==> src/rtl/rob_param_pkg.sv <==
// Shared types for the reorder buffer: dispatch payload and stored entry.
package rob_param_pkg;

  localparam int unsigned ROB_DEPTH  = 16;
  localparam int unsigned ROB_IDX_W  = $clog2(ROB_DEPTH);
  localparam int unsigned ROB_DATA_W = 32;
  localparam int unsigned ROB_PREG_W = 6;

  typedef struct packed {
    logic [ROB_PREG_W-1:0] PRegAddrDst;
    logic [ROB_PREG_W-1:0] OldPRegAddrDst;
    logic                  RegWrite;
    logic                  MemWrite;
    logic                  MemtoReg;
  } rob_alloc_t;

  typedef struct packed {
    rob_alloc_t            alloc;
    logic                  valid;
    logic                  complete;
    logic [ROB_DATA_W-1:0] data;
  } rob_entry_t;

endpackage

==> src/rtl/rob_param_retire_select.sv <==
// Combinational scan from head: counts the leading run of valid+complete entries.
module rob_retire_select #(
  parameter int unsigned DEPTH    = 16,
  parameter int unsigned RETIRE_W = 2
) (
  input  logic [DEPTH-1:0]                           i_valid,
  input  logic [DEPTH-1:0]                           i_complete,
  input  logic [$clog2(DEPTH)-1:0]                   i_head,
  output logic [$clog2(RETIRE_W+1)-1:0]              o_count,
  output logic [RETIRE_W-1:0][$clog2(DEPTH)-1:0]     o_idx
);

  localparam int unsigned IDX_W = $clog2(DEPTH);
  localparam int unsigned CNT_W = $clog2(RETIRE_W+1);

  logic run;

  always_comb begin
    o_count = '0;
    o_idx   = '0;
    run     = 1'b1;
    for (int unsigned k = 0; k < RETIRE_W; k++) begin
      o_idx[k] = i_head + IDX_W'(k);
      if (run && i_valid[o_idx[k]] && i_complete[o_idx[k]]) begin
        o_count = o_count + CNT_W'(1);
      end else begin
        run = 1'b0;
      end
    end
  end

endmodule

==> src/rtl/rob_param.sv <==
// In-order-retire reorder buffer with wrap-bit ring pointers and flush.
module rob_param
  import rob_param_pkg::*;
#(
  parameter int unsigned DEPTH      = 16,
  parameter int unsigned DISPATCH_W = 2,
  parameter int unsigned COMPLETE_W = 3,
  parameter int unsigned RETIRE_W   = 2,
  parameter int unsigned DATA_W     = 32,
  parameter int unsigned PREG_W     = 6
) (
  input  logic                                      i_clk,
  input  logic                                      i_rst_n,
  input  logic [DISPATCH_W-1:0]                     i_alloc_valid,
  input  rob_alloc_t [DISPATCH_W-1:0]               i_alloc_entry,
  output logic                                      o_alloc_ready,
  output logic [DISPATCH_W-1:0][$clog2(DEPTH)-1:0]  o_alloc_idx,
  input  logic [COMPLETE_W-1:0]                     i_cmpl_valid,
  input  logic [COMPLETE_W-1:0][$clog2(DEPTH)-1:0]  i_cmpl_idx,
  input  logic [COMPLETE_W-1:0][DATA_W-1:0]         i_cmpl_data,
  output logic [RETIRE_W-1:0]                       o_retire_valid,
  output rob_entry_t [RETIRE_W-1:0]                 o_retire_entry,
  input  logic                                      i_flush,
  output logic [$clog2(DEPTH):0]                    o_count,
  output logic                                      o_full,
  output logic                                      o_empty
);

  localparam int unsigned IDX_W  = $clog2(DEPTH);
  localparam int unsigned PTR_W  = IDX_W + 1;
  localparam int unsigned RCNT_W = $clog2(RETIRE_W+1);

  if (DATA_W != ROB_DATA_W || PREG_W != ROB_PREG_W || DEPTH < 4 || (1 << IDX_W) != DEPTH)
  begin : g_bad_param
    $error("rob_param: DATA_W/PREG_W must match rob_param_pkg and DEPTH must be a power of two >= 4");
  end

  rob_entry_t [DEPTH-1:0]    entries_q, entries_d;
  logic [PTR_W-1:0]          head_q, head_d, tail_q, tail_d;
  logic [RETIRE_W-1:0]       retire_valid_q, retire_valid_d;
  rob_entry_t [RETIRE_W-1:0] retire_entry_q, retire_entry_d;

  logic [DEPTH-1:0]                 valid_vec, complete_vec;
  logic [RCNT_W-1:0]                ret_cnt;
  logic [RETIRE_W-1:0][IDX_W-1:0]   ret_idx;
  logic [PTR_W-1:0]                 count, free_cnt, alloc_cnt;

  assign count         = tail_q - head_q;
  assign free_cnt      = PTR_W'(DEPTH) - count;
  assign o_count       = count;
  assign o_empty       = (head_q == tail_q);
  assign o_full        = (head_q[IDX_W-1:0] == tail_q[IDX_W-1:0]) && (head_q[IDX_W] != tail_q[IDX_W]);
  assign o_alloc_ready = 32'(free_cnt) >= DISPATCH_W;
  assign o_retire_valid = retire_valid_q;
  assign o_retire_entry = retire_entry_q;

  always_comb begin
    alloc_cnt   = '0;
    o_alloc_idx = '0;
    for (int unsigned k = 0; k < DISPATCH_W; k++) begin
      o_alloc_idx[k] = tail_q[IDX_W-1:0] + alloc_cnt[IDX_W-1:0];
      if (i_alloc_valid[k]) alloc_cnt = alloc_cnt + PTR_W'(1);
    end
  end

  always_comb begin
    valid_vec    = '0;
    complete_vec = '0;
    for (int unsigned i = 0; i < DEPTH; i++) begin
      valid_vec[i]    = entries_q[i].valid;
      complete_vec[i] = entries_q[i].complete;
    end
  end

  rob_retire_select #(
    .DEPTH    (DEPTH),
    .RETIRE_W (RETIRE_W)
  ) u_retire_select (
    .i_valid    (valid_vec),
    .i_complete (complete_vec),
    .i_head     (head_q[IDX_W-1:0]),
    .o_count    (ret_cnt),
    .o_idx      (ret_idx)
  );

  // Update order: completions, then retire clears, then allocation writes.
  // Allocation only ever targets currently-invalid slots, so these never collide.
  always_comb begin
    entries_d      = entries_q;
    head_d         = head_q;
    tail_d         = tail_q;
    retire_valid_d = '0;
    retire_entry_d = '0;
    if (i_flush) begin
      for (int unsigned i = 0; i < DEPTH; i++) begin
        entries_d[i].valid    = 1'b0;
        entries_d[i].complete = 1'b0;
      end
      head_d = '0;
      tail_d = '0;
    end else begin
      for (int unsigned p = 0; p < COMPLETE_W; p++) begin
        if (i_cmpl_valid[p] && entries_q[i_cmpl_idx[p]].valid) begin
          entries_d[i_cmpl_idx[p]].complete = 1'b1;
          entries_d[i_cmpl_idx[p]].data     = i_cmpl_data[p];
        end
      end
      for (int unsigned k = 0; k < RETIRE_W; k++) begin
        if (RCNT_W'(k) < ret_cnt) begin
          retire_valid_d[k]              = 1'b1;
          retire_entry_d[k]              = entries_q[ret_idx[k]];
          entries_d[ret_idx[k]].valid    = 1'b0;
          entries_d[ret_idx[k]].complete = 1'b0;
        end
      end
      head_d = head_q + PTR_W'(ret_cnt);
      if (o_alloc_ready) begin
        for (int unsigned k = 0; k < DISPATCH_W; k++) begin
          if (i_alloc_valid[k]) begin
            entries_d[o_alloc_idx[k]].alloc    = i_alloc_entry[k];
            entries_d[o_alloc_idx[k]].valid    = 1'b1;
            entries_d[o_alloc_idx[k]].complete = 1'b0;
            entries_d[o_alloc_idx[k]].data     = '0;
          end
        end
        tail_d = tail_q + alloc_cnt;
      end
    end
  end

  always_ff @(posedge i_clk) begin
    if (!i_rst_n) begin
      entries_q      <= '0;
      head_q         <= '0;
      tail_q         <= '0;
      retire_valid_q <= '0;
      retire_entry_q <= '0;
    end else begin
      entries_q      <= entries_d;
      head_q         <= head_d;
      tail_q         <= tail_d;
      retire_valid_q <= retire_valid_d;
      retire_entry_q <= retire_entry_d;
    end
  end

endmodule
==> config.mk <==
export PLATFORM = sky130hd
export DESIGN_NAME = rob_param
export DESIGN_NICKNAME = d
export VERILOG_FILES = /design/src/rtl/rob_param_pkg.sv /design/src/rtl/rob_param_retire_select.sv /design/src/rtl/rob_param.sv
export SDC_FILE = /design/constraint.sdc
export NUM_CORES = 2
export LEC_CHECK = 0
export CORE_ASPECT_RATIO = 1.1
export CORE_MARGIN = 8
export CORE_UTILIZATION = 45
export CTS_BUF_LIST = sky130_fd_sc_hd__clkbuf_16
export CTS_CLUSTER_DIAMETER = 150
export DETAILED_ROUTE_END_ITERATION = 8
export PLACE_DENSITY = 0.64
export SETUP_SLACK_MARGIN = 0.1
export SLEW_MARGIN = 20
export SYNTH_ARGS = -nofsm -noshare
export SYNTH_HDL_FRONTEND = slang
export SYNTH_SLANG_ARGS = --single-unit
export TNS_END_PERCENT = 30
==> constraint.sdc <==
create_clock -name i_clk -period 5.2 [get_ports i_clk]
set_input_delay 1.04 -clock i_clk [delete_from_list [all_inputs] [get_ports i_clk]]
set_output_delay 1.04 -clock i_clk [all_outputs]
set_load 0.01 [all_outputs]
==> results.json <==
{
  "seq_area_frac_synth_pct": 29.1,
  "yosysTopAreaCell": "dfxtp_1",
  "htreeDepth": 3,
  "peakVddDrop_mv": 0.311,
  "cts_tree": "yes",
  "rows": 142,
  "viasPerCell": 7.00,
  "syn_inst": 7192,
  "r2r_start": "head_q[1]$_SDFF_PP0_",
  "min_period_ns": 4.74,
  "die_h_um": 404,
  "leakage_uw": 0.0237,
  "fin_crit_sh_pct": 91.2,
  "gp_congestion": 0.924,
  "yosysMostFrequentCell": "o21ai_0",
  "cp_max_fo": 17,
  "start_util_pct": 45.3,
  "drv_cap": 0,
  "synthTopCellsByArea": "dfxtp_1 (29%), mux4_2 (16%), mux2i_1 (12%)",
  "synth.avg_cell_area_um2": 8.55,
  "overflow": 0,
  "firstDrtPassIters": 6,
  "drc": 0,
  "grt_pass1_vias": 57300,
  "antenna_found_initial": 33,
  "routed_wl_um": 265000,
  "fin_skew_ns": 0.0677,
  "r2r_cells": 11,
  "critPathCaptureType": "output pin",
  "tns_ns": 0,
  "holdWs_ns": 0.479,
  "rsz0062_at_grt": "false",
  "run_status": "complete, no violations",
  "synth_ff_type": "dfxtp_1",
  "r2r_setup_slack_ns": 1.27,
  "synth_nets": 7362,
  "hold-path-cell-count": 2,
  "yosys_warnings": 0,
  "grtUsageTotal_pct": 33.8,
  "ys_ff_latch": 894,
  "timing.fmax_mhz": 211,
  "hold_violations": 0,
  "hp-start": "entries_q[117]$_SDFFE_PN0N_",
  "cts_buffers": 107,
  "drt_iter0_drc": 8240,
  "clock_sinks": 894,
  "fp.coreArea_mm2": 0.136,
  "synth_edf_count": 0,
  "tightestPinTransition_ns": 1.21,
  "synthArstFlopShare_pct": 0,
  "synth.top_cells.by_count": "o21ai_0 (954), dfxtp_1 (894), a21oi_1 (758), nand2_1 (758), mux2i_1 (744)",
  "final_nets": 7011,
  "powerDensity_mw_per_mm2": 226,
  "dieWidth_um": 369,
  "postCtsHoldBufs": 0,
  "area_growth_pct": 11.0,
  "finalSetupViolations": 0,
  "netlist.area_leader.share_pct": 29.1,
  "netlist-cell-type-count": 68,
  "dp_hpwl_um": 155000,
  "via_count": 61300,
  "crit_type": "register to output pin",
  "cts_root_buffer": "clkbuf_16",
  "worstSetupStartpointType": "register",
  "grt_max_degree": 259,
  "dieArea_mm2": 0.149,
  "min_path_type": "register to register",
  "wl_per_cell_um": 30.3,
  "netlist_area_mm2": 0.0615,
  "port_buffers": 261,
  "relSlewSlack_pct": 19.3,
  "grt_first_pass_wirelength_um": 385000,
  "path_clk_slew_ns": 0.06,
  "hold-path-endpoint": "entries_q[117]$_SDFFE_PN0N_",
  "clockBufferDepth": 3,
  "clk_latency_ns": 0.77,
  "ant_nets": 0,
  "required_ns": 4.16,
  "finalMaxSlewViolations": 0,
  "io-pin-count": 262,
  "drive_gt1_share_pct": 13.1,
  "r2r-end": "o_retire_entry[58]$_SDFF_PP0_",
  "arrival_ns": 3.70
}
-- critical path, cell delays in order, from the launching register on --
cell,delay (ns)
dfxtp_4,0.46
ha_1,0.20
inv_1,0.05
fa_1,0.52
ha_1,0.31
nor2b_1,0.14
and4_1,0.23
o2111ai_2,0.10
buf_4,0.23
o21ai_1,0.12
buf_6,0.20
clkinvlp_4,0.19
dlymetal6s2s_1,0.22
-- state kept, by name (all words and copies together) (netlist names) --
signal / flops
tail_q: 5
entries_q: 768
complete_vec: 16
o_retire_entry: 98
o_retire_valid: 2
head_q: 5
-- power by group --
part | switching (uW) | internal [uW] | total [uW]
combinational | 963 | 336 | 1300
sequential | 41.1 | 6890 | 6930
clock | 3330 | 3850 | 7190
total | 4340 | 11100 | 15400
-- cells in the final DEF, fill, tap and decap left out, types with 12 or more instances in the layout --
cell type	n
o21ai_0	949
dfxtp_1	891
a21oi_1	758
nand2_1	743
mux2i_1	743
mux4_2	435
a211oi_1	346
nand3_1	285
nor2_1	260
clkdlybuf4s50_1	259
o211ai_1	152
buf_4	150
o21ai_1	121
clkbuf_16	108
nor2b_1	85
o311ai_0	76
and3_1	58
inv_1	44
a31oi_1	35
buf_12	34
diode_2	32
mux2_2	30
clkinv_1	26
a22o_1	26
nor3_1	20
ha_1	20
clkinv_2	17
nand3_4	16
nand2_2	14
nand4_1	13
o22ai_1	12
-- layout make-up --
class	instances	area, um^2
Tap cell	1800	2250
Multi-Input combinational cell	5372	40300
Clock inverter	86	514
Clock buffer	108	2700
Timing Repair Buffer	448	4480
Sequential cell	894	17900
Fill cell	12600	67600
Antenna cell	32	80.1
Inverter	18	73.8
-- worst max path at each step --
stage / end / slack (ns) / cells past startpoint / start
floorplan: head_q[4]$_SDFF_PP0_ / 0.62 / 17 / head_q[0]$_SDFF_PP0_
global placement: o_alloc_ready / 0.80 / 12 / head_q[0]$_SDFF_PP0_
detailed placement: entries_q[374]$_SDFFE_PN0N_ / 0.75 / 12 / i_alloc_valid[0]
CTS: o_alloc_ready / 0.11 / 12 / head_q[0]$_SDFF_PP0_
global route: o_alloc_ready / 0.33 / 12 / head_q[0]$_SDFF_PP0_
finish: o_alloc_ready / 0.46 / 12 / head_q[0]$_SDFF_PP0_
-- kinds of logic (layout without fill, tap and decap cells) --
family          Yosys count  after routing  share of synthesized area [%]
compound gates         2537           2537                           23.8
xor+xnor                 11             11                          0.169
fa+ha+maj                24             24                          0.525
buf+inv                 926            660                           6.23
flops                   894            894                           29.1
mux                    1209           1209                           28.6
other cells               0             32                              0
simple gates           1591           1591                           11.6
-- routing by layer --
layer / vias up / track usage [%] / wire (um)
met2: 4372 / 52.3 / 117000
met1: 29600 / 41.6 / 96700
met3: 1078 / 9.43 / 32800
met5: - / 0 / 86
met4: 14 / 20.9 / 18600
li1: 26200 / - / -
-- timing repair --
item / 4_1_cts / 5_1_grt
gates resized for setup: 1 / 2
gates cloned: 0 / 0
endpoints found under the setup margin: 1 / 1
setup buffers: 2 / 0
-- metrics by stage --
| stage | total power, uW | cells | area, um^2 | setup slack (ns) | util [%] |
|---|---|---|---|---|---|
| 3_5_place_dp | 8320 | 8528 | 64900 | 0.747 | 47.8 |
| 6_report | 15400 | 8758 | 68300 | 0.457 | 50.2 |
| 2_1_floorplan | 7750 | 7192 | 61500 | 0.617 | - |
| 5_1_grt | 15800 | 8729 | 68200 | 0.330 | 50.2 |
| 4_1_cts | 15400 | 8724 | 68200 | 0.114 | 50.1 |
| 3_3_place_gp | 8310 | 8528 | 64900 | 0.797 | 47.8 |
Power figures use the tool's default switching activity.
